===== src/rtl/riscv_imm_pkg.sv =====
// Shared ImmSrc codes, RV32/64 opcode constants and the opcode-to-ImmSrc decode
// used by the pipelined immediate extender.
package riscv_imm_pkg;

  localparam logic [2:0] IMM_I   = 3'b000;
  localparam logic [2:0] IMM_S   = 3'b001;
  localparam logic [2:0] IMM_B   = 3'b010;
  localparam logic [2:0] IMM_J   = 3'b011;
  localparam logic [2:0] IMM_U   = 3'b100;
  localparam logic [2:0] IMM_ILL = 3'b111;

  localparam logic [6:0] OPC_OP_IMM = 7'b0010011;
  localparam logic [6:0] OPC_LOAD   = 7'b0000011;
  localparam logic [6:0] OPC_JALR   = 7'b1100111;
  localparam logic [6:0] OPC_SYSTEM = 7'b1110011;
  localparam logic [6:0] OPC_STORE  = 7'b0100011;
  localparam logic [6:0] OPC_BRANCH = 7'b1100011;
  localparam logic [6:0] OPC_JAL    = 7'b1101111;
  localparam logic [6:0] OPC_LUI    = 7'b0110111;
  localparam logic [6:0] OPC_AUIPC  = 7'b0010111;

  function automatic logic [2:0] imm_src_from_opcode(input logic [6:0] opc);
    logic [2:0] src;
    case (opc)
      OPC_OP_IMM, OPC_LOAD, OPC_JALR, OPC_SYSTEM: src = IMM_I;
      OPC_STORE:                                  src = IMM_S;
      OPC_BRANCH:                                 src = IMM_B;
      OPC_JAL:                                    src = IMM_J;
      OPC_LUI, OPC_AUIPC:                         src = IMM_U;
      default:                                    src = IMM_ILL;
    endcase
    return src;
  endfunction

endpackage


===== src/rtl/imm_decode_core.sv =====
// Combinational immediate extraction: picks the instruction fields for the
// given ImmSrc and sign-extends the result from bit 31 to XLEN.
module imm_decode_core
  import riscv_imm_pkg::*;
#(
  parameter int XLEN = 32
) (
  input  logic [31:7]             instr,
  input  logic [2:0]              imm_src,
  output logic signed [XLEN-1:0]  imm,
  output logic                    illegal
);

  logic signed [31:0] imm32;

  // A signed size cast replicates bit 31 into the upper half when XLEN=64.
  function automatic logic signed [XLEN-1:0] sext_xlen(input logic signed [31:0] v);
    return XLEN'(v);
  endfunction

  always_comb begin
    imm32   = '0;
    illegal = 1'b0;
    case (imm_src)
      IMM_I:   imm32 = {{20{instr[31]}}, instr[31:20]};
      IMM_S:   imm32 = {{20{instr[31]}}, instr[31:25], instr[11:7]};
      IMM_B:   imm32 = {{19{instr[31]}}, instr[31], instr[7], instr[30:25], instr[11:8], 1'b0};
      IMM_J:   imm32 = {{11{instr[31]}}, instr[31], instr[19:12], instr[20], instr[30:21], 1'b0};
      IMM_U:   imm32 = {instr[31:12], 12'h000};
      default: illegal = 1'b1;
    endcase
  end

  assign imm = sext_xlen(imm32);

endmodule


===== src/rtl/imm_ext_pipe.sv =====
// Pipelined immediate extender: decodes the immediate and PC+imm target of each
// accepted instruction and queues the results in a DEPTH-entry FIFO.
module imm_ext_pipe
  import riscv_imm_pkg::*;
#(
  parameter int XLEN        = 32,
  parameter int DEPTH       = 2,
  parameter bit AUTO_DECODE = 1'b1
) (
  input  logic            clk,
  input  logic            reset,
  input  logic            flush,
  input  logic            in_valid,
  output logic            in_ready,
  input  logic [31:0]     in_instr,
  input  logic [XLEN-1:0] in_pc,
  input  logic [2:0]      in_imm_src,
  output logic            out_valid,
  input  logic            out_ready,
  output logic [XLEN-1:0] out_imm,
  output logic [XLEN-1:0] out_target,
  output logic [XLEN-1:0] out_pc,
  output logic [2:0]      out_imm_src,
  output logic            out_illegal
);

  localparam int CW = $clog2(DEPTH + 1);
  localparam int PW = (DEPTH > 1) ? $clog2(DEPTH) : 1;

  logic [CW-1:0] count;
  logic [PW-1:0] wr_ptr;
  logic [PW-1:0] rd_ptr;

  logic                   vld_p0;
  logic                   pop;
  logic [2:0]             imm_src_p0;
  logic signed [XLEN-1:0] imm_p0;
  logic                   illegal_p0;
  logic [XLEN-1:0]        target_p0;

  logic [XLEN-1:0] imm_mem_p1    [DEPTH];
  logic [XLEN-1:0] target_mem_p1 [DEPTH];
  logic [XLEN-1:0] pc_mem_p1     [DEPTH];
  logic [2:0]      src_mem_p1    [DEPTH];
  logic            ill_mem_p1    [DEPTH];

  function automatic logic [PW-1:0] ptr_inc(input logic [PW-1:0] p);
    return (p == PW'(DEPTH - 1)) ? '0 : p + PW'(1);
  endfunction

  assign in_ready  = (count < CW'(DEPTH));
  assign out_valid = (count != '0);
  assign vld_p0    = in_valid && in_ready;
  assign pop       = out_valid && out_ready;

  // ---- p0: ImmSrc select, extraction and target add
  assign imm_src_p0 = AUTO_DECODE ? imm_src_from_opcode(in_instr[6:0]) : in_imm_src;

  imm_decode_core #(.XLEN(XLEN)) u_core (
    .instr   (in_instr[31:7]),
    .imm_src (imm_src_p0),
    .imm     (imm_p0),
    .illegal (illegal_p0)
  );

  assign target_p0 = in_pc + $unsigned(imm_p0);

  // ---- p1: FIFO control; flush empties the queue, reset additionally overrides it
  always_ff @(posedge clk) begin
    if (reset || flush) begin
      count  <= '0;
      wr_ptr <= '0;
      rd_ptr <= '0;
    end else begin
      if (vld_p0) wr_ptr <= ptr_inc(wr_ptr);
      if (pop)    rd_ptr <= ptr_inc(rd_ptr);
      case ({vld_p0, pop})
        2'b10:   count <= count + CW'(1);
        2'b01:   count <= count - CW'(1);
        default: count <= count;
      endcase
    end
  end

  // Storage is cleared on reset so the head entry reads as zero afterwards.
  always_ff @(posedge clk) begin
    if (reset) begin
      for (int i = 0; i < DEPTH; i++) begin
        imm_mem_p1[i]    <= '0;
        target_mem_p1[i] <= '0;
        pc_mem_p1[i]     <= '0;
        src_mem_p1[i]    <= '0;
        ill_mem_p1[i]    <= 1'b0;
      end
    end else if (vld_p0 && !flush) begin
      imm_mem_p1[wr_ptr]    <= $unsigned(imm_p0);
      target_mem_p1[wr_ptr] <= target_p0;
      pc_mem_p1[wr_ptr]     <= in_pc;
      src_mem_p1[wr_ptr]    <= imm_src_p0;
      ill_mem_p1[wr_ptr]    <= illegal_p0;
    end
  end

  assign out_imm     = imm_mem_p1[rd_ptr];
  assign out_target  = target_mem_p1[rd_ptr];
  assign out_pc      = pc_mem_p1[rd_ptr];
  assign out_imm_src = src_mem_p1[rd_ptr];
  assign out_illegal = ill_mem_p1[rd_ptr];

endmodule


===== config.mk =====
export PLATFORM = sky130hd
export DESIGN_NAME = imm_ext_pipe
export DESIGN_NICKNAME = d
export VERILOG_FILES = /design/src/rtl/riscv_imm_pkg.sv /design/src/rtl/imm_decode_core.sv /design/src/rtl/imm_ext_pipe.sv
export SDC_FILE = /design/constraint.sdc
export NUM_CORES = 1
export LEC_CHECK = 0
export ABC_AREA = 1
export BUFFER_PORTS_ARGS = -buffer_cell sky130_fd_sc_hd__clkbuf_2
export CORE_MARGIN = 2
export CORE_UTILIZATION = 60
export DETAILED_ROUTE_END_ITERATION = 10
export PLACE_DENSITY = 0.84
export SYNTH_ARGS = -nofsm -noshare
export SYNTH_HDL_FRONTEND = slang
export SYNTH_SLANG_ARGS = --single-unit

===== constraint.sdc =====
create_clock -name clk -period 11.4 [get_ports clk]
set_clock_uncertainty 0.2 [all_clocks]
set_input_delay 2.28 -clock clk [delete_from_list [all_inputs] [get_ports clk]]
set_output_delay 2.28 -clock clk [all_outputs]
set_load 0.05 [all_outputs]

======== Word-level counts from Yosys, hierarchy flattened ========
Memory sizes are Yosys's and may differ from the RTL's. A register that Yosys moved wholly into a read port is not among the register bits.
Index checks and enable logic that the tools add are counted.
operators by class
  reductions and logical operators ........ 16
  $add $sub $neg .......................... 5
  eq/ne operators ......................... 15
  muxes and demuxes ....................... 36
  magnitude comparators ................... 1
operators with widths
  kind                   count
  $pmux W32 S5           1
  $mux W32               3
  $reduce_or A32 Y1      3
  $add A32 B32 Y32       1
  $mux W1                29
  $eq A7 B7 Y1 const B   4
  $pmux W3 S5            1
  $eq A7 B5 Y1 const B   2
  $eq A7 B6 Y1 const B   2
  $eq A7 B2 Y1 const B   1
  $eq A3 B2 Y1 const B   2
  $reduce_or A5 Y1       1
  $pmux W2 S2            1
  $reduce_bool A2 Y1     2
  $reduce_or A4 Y1       1
  $eq A3 B1 Y1 const B   1
  $eq A3 B3 Y1 const B   1
  $logic_and A1 B1 Y1    3
  $logic_not A3 Y1       1
  $mux W3                1
  $reduce_or A3 Y1       1
  $add A1 B1 Y1 const B  2
  $add A2 B1 Y2 const B  1
  $eq A2 B1 Y1 const B   1
  7 further kinds        7
storage, ports and cells
  output and inout bits ................... 102
  logic and storage cells ................. 81
  bits in writable memories ............... 200
  memories kept ........................... 5
  register bits ........................... 4
  bits of input ports ..................... 72
memories
  memory         words  bits a word  rd ports  clocked after Yosys merged registers in  write ports  line                source
  imm_mem_p1     2      32           1         1                                        2            imm_ext_pipe.sv:41  logic [XLEN-1:0] imm_mem_p1 [DEPTH];
  pc_mem_p1      2      32           1         1                                        2            imm_ext_pipe.sv:43  logic [XLEN-1:0] pc_mem_p1 [DEPTH];
  target_mem_p1  2      32           1         1                                        2            imm_ext_pipe.sv:42  logic [XLEN-1:0] target_mem_p1 [DEPTH];
  src_mem_p1     2      3            1         1                                        2            imm_ext_pipe.sv:44  logic [2:0] src_mem_p1 [DEPTH];
  ill_mem_p1     2      1            1         1                                        2            imm_ext_pipe.sv:45  logic ill_mem_p1 [DEPTH];

======== Logic depth before layout (Yosys ltp) ========
  word-level depth ........................ 8
  mapped depth ............................ 25
  gate-level depth less buffers ........... 25

======== Cells and area by module ========
A second synthesis with hierarchy kept.
second synthesis, totals
  cell total of the unflattened synthesis .. 1,224
  area, all modules ....................... 11,370.9 um2
by module, submodules not included
  module           seq. area each (um2)  instances  area each (um2)  cells each
  imm_ext_pipe     6,105.9               1          10,988.0         1,142
  imm_decode_core  0.0                   1          382.9            82

======== Least setup slack after synthesis ========
No wires, ideal clock.
  kind .................................... input-to-reg
  start ................................... input port in_valid
  end ..................................... memory ill_mem_p1[0], enable pin
  setup time .............................. 0.923 ns
  buffers on the path ..................... 2
  path slack .............................. 5.532 ns
  stages on the path ...................... 6
  data arrival time ....................... 4.745 ns
  data required time ...................... 10.277 ns
  path through ............................ nand2_1 > nor2_1 > nand2_1 > clkbuf_1 > clkbuf_1 > nand2_1
RTL lines
  element      line                source
  from (decl)  imm_ext_pipe.sv:13  input logic in_valid,
  to (decl)    imm_ext_pipe.sv:45

==> metrics.md <==
| Metric | Value |
|---|---|
| Final setup viols | 0 |
| RSZ-0062 raised after global routing | false |
| Outcome | finished, final reports clean |
| Syn nets | 1316 |
| GRT overflow | 0 |
| Number of synthesized flops with an enable pin | 200 |
| Final core occ | 0.7027 |
| Post-DP HPWL | 20010 um |
| First-pass GRT wire length | 43900 um |
| Largest net degree at the start of global routing | 61 |
| Post-CTS setup buffers | 0 |
| DR WL/cell | 17.56 um |
| Pins Over Slew Limit | 0 |
| Via count | 8885 |
| Sequential-to-total area share from yosys stat | 0.5370 |
| Post-route ant nets | 0 |
| CP dominant cell by count | nand2_1 |
| CTS Hold Buffers Added | 0 |
| Worst Setup End Kind | register |
| Clk slew on worst S/H paths | 0.06 ns |
| Area of the mapped netlist | 11370 um2 |
| Initial DRC count | 690 |
| Ant. Diodes | 0 |
| Yosys top cell area share | 0.5282 |
| Max Cap Violations | 0 |
| Fin nets | 1477 |
| Fill cells | 1411 |
| Vias in the first global route | 8615 |
| WL final | 28490 um |
| Initial core utilization | 0.6099 |
| Clock Path Buffers | 3 |
| Skew-Pair Late Insertion Delay | 0.50 ns |
| Clock Tree Root | clkbuf_16 |
| Clock sink total | 205 |
| Worst path slowest cell | nor2_1 |
| First-pass DRT Iterations | 5 |
| Hold WC Path Type | reg -> reg |
| Worst-Margin Slew | 1.029 ns |
| Crit path cell chain | clkbuf_2 > nor2_1 > nand2_1 > inv_2 > nand3_2 > nand3_2 > nand2_1 > nor2_1 > a21oi_1 > inv_1 > ha_1 > nand2_1 > nand2_1 > a21oi_1 > nand2_1 > nand2_1 > nand2_1 > a21oi_1 > nand2_1 > nand2_1 > nor2_1 |
| Initial antenna violation count | 0 |
| Area Overhead vs Synth | 15.22% |
| Setup tns final | 0 ns |
| Gr usage total | 0.2823 |
| Slowest stage delay, CP | 0.96 ns |
| Final period utilization | 0.5258 |
| Yosys top cell by area | edfxtp_1 |
| GP Congestion | 0.8981 |
| Power per Cell Area | 141.3 nW/um2 |
| CP arrival | 6.02 ns |
| Synth Flop Type | edfxtp_1 |
| Post-Synthesis Cells | 1211 |
| Die Y | 141.7 um |
| Resized cells post-CTS | 0 |
| Crit path max fanout | 20 |
| Htree depth | 1 |
| Sequential cell area | 6110 um2 |
| Total power | 1.852 mW |
| Die Area | 20070 um2 |
| TritonCTS buffer count | 22 |
| Data required, critical path | 11.43 ns |
| Tmin final | 5.994 ns |
| Share of cells above drive strength 1 | 0.2450 |
| Main area contributors after synthesis | edfxtp_1, mux2_2, nand2_1, nor2_1, inv_1 |
| Final Hold Fails | 0 |
| Core ar. | 18640 um2 |
| Yosys warnings | 0 |
| Vias per inst | 5.478 |
| Relative slew margins | 0.3112 |
| Multi-input gate area | 4468 um2 |
| Critical path class | in -> reg |
| FMAX | 0.1668 GHz |
| Detailed-route DRC error count | 0 |
| CTS tree | built |
| Die X | 141.7 um |
| Post-synthesis register bit count | 205 |
| Mean Syn Cell Area | 9.389 um2 |
| Number of I/O pins | 174 |
| Synth async-reset ratio | 0 |
| P_leak | 6.313 nW |
| Netlist cell types | 32 |
| Row Count | 50 |
| Peak VDD IR | 0.1458 mV |
| IO buf count | 170 |
| Critical Path Start Type | input pin |
worst max-delay path: cells and delay by family:
kind                       cells  cell delay (ns)
AOI/OAI and AO/OA              3             0.63
adders and majority gates      1             0.30
buffers and inverters          3             0.35
and+or+nand+nor               14             2.46
cell usage after synthesis (7+ instances only):
library cell / instances
inv_1: 159
ha_1: 32
nand2_1: 281
nor3_1: 15
clkbuf_1: 23
xnor2_1: 14
edfxtp_1: 200
inv_2: 10
a21oi_2: 10
buf_2: 12
nor2_1: 220
a21oi_1: 56
mux2_2: 100
o21ai_0: 7
nand3_1: 24
placed cells by master (no fill, tap or decap), types with 10 or more instances in the layout:
master and count:
edfxtp_1 200, a21oi_2 10, xnor2_1 14, ha_1 32, nor3_1 15, nor2_1 220, a21oi_1 56, clkbuf_16 22
inv_1 159, inv_2 10, mux2_2 100, nand2_1 278, clkbuf_2 170, nand3_1 24
area by class of cell:
cell class / instances / share of cell area
inverters: 169 / 0.04842
flip-flops and latches: 205 / 0.4664
well taps: 234 / 0.02235
clock inverters: 9 / 0.008787
repair buffers: 176 / 0.06839
multi-input cells: 798 / 0.3411
clock buffers: 31 / 0.04460
logic make-up (layout without fill, tap and decap cells):
family / count (synthesis) / after routing / share of synthesized area
flops: 205 / 205 / 0.5370
xor+xnor: 17 / 17 / 0.01310
buf+inv: 208 / 385 / 0.07197
compound gates: 85 / 85 / 0.04325
fa+ha+maj: 33 / 33 / 0.03698
mux: 100 / 100 / 0.09904
simple gates: 563 / 563 / 0.1986
where the power goes:
part / internal (mW) / total, mW / switching (mW)
clock network: 0.406 / 0.696 / 0.289
logic: 0.0735 / 0.282 / 0.209
registers: 0.863 / 0.873 / 0.0101
stage by stage:
stage               cells  worst slack, ns  cell area (um2)  hold WS, ns
global route         1622            5.112            13100       0.2762
global placement     1582            5.067            12400       0.2234
finish               1622            5.406            13100       0.2470
floorplan            1211            5.532            11370       0.2255
CTS                  1622            5.463            13100       0.2497
detailed placement   1582            5.019            12400       0.2393
flip-flops by register name, summed over array words and instances, names as in the netlist, named ones only:
name and count:
ill_mem_p1 2, count 2, rd_ptr 1, target_mem_p1 64, pc_mem_p1 64, wr_ptr 1
imm_mem_p1 64, src_mem_p1 6
path summary, 6_finish.rpt:
kind               startpoint                   end  slack, ns  cells past startpoint
hold reg to reg        rd_ptr              register       0.25                      1
setup / recovery  in_instr[2]  target_mem_p1[0][31]       5.41                     21
setup reg to reg     count[1]      pc_mem_p1[0][23]       8.33                      6
hold / removal         rd_ptr              register       0.25                      1
metal layers:
layer,GRT usage,part of all wire
met3,0.03915,0.081
met5,0,0
met4,0.09632,0.031
met1,0.3892,0.42
met2,0.4653,0.47
(Power assumes the default switching activity.)
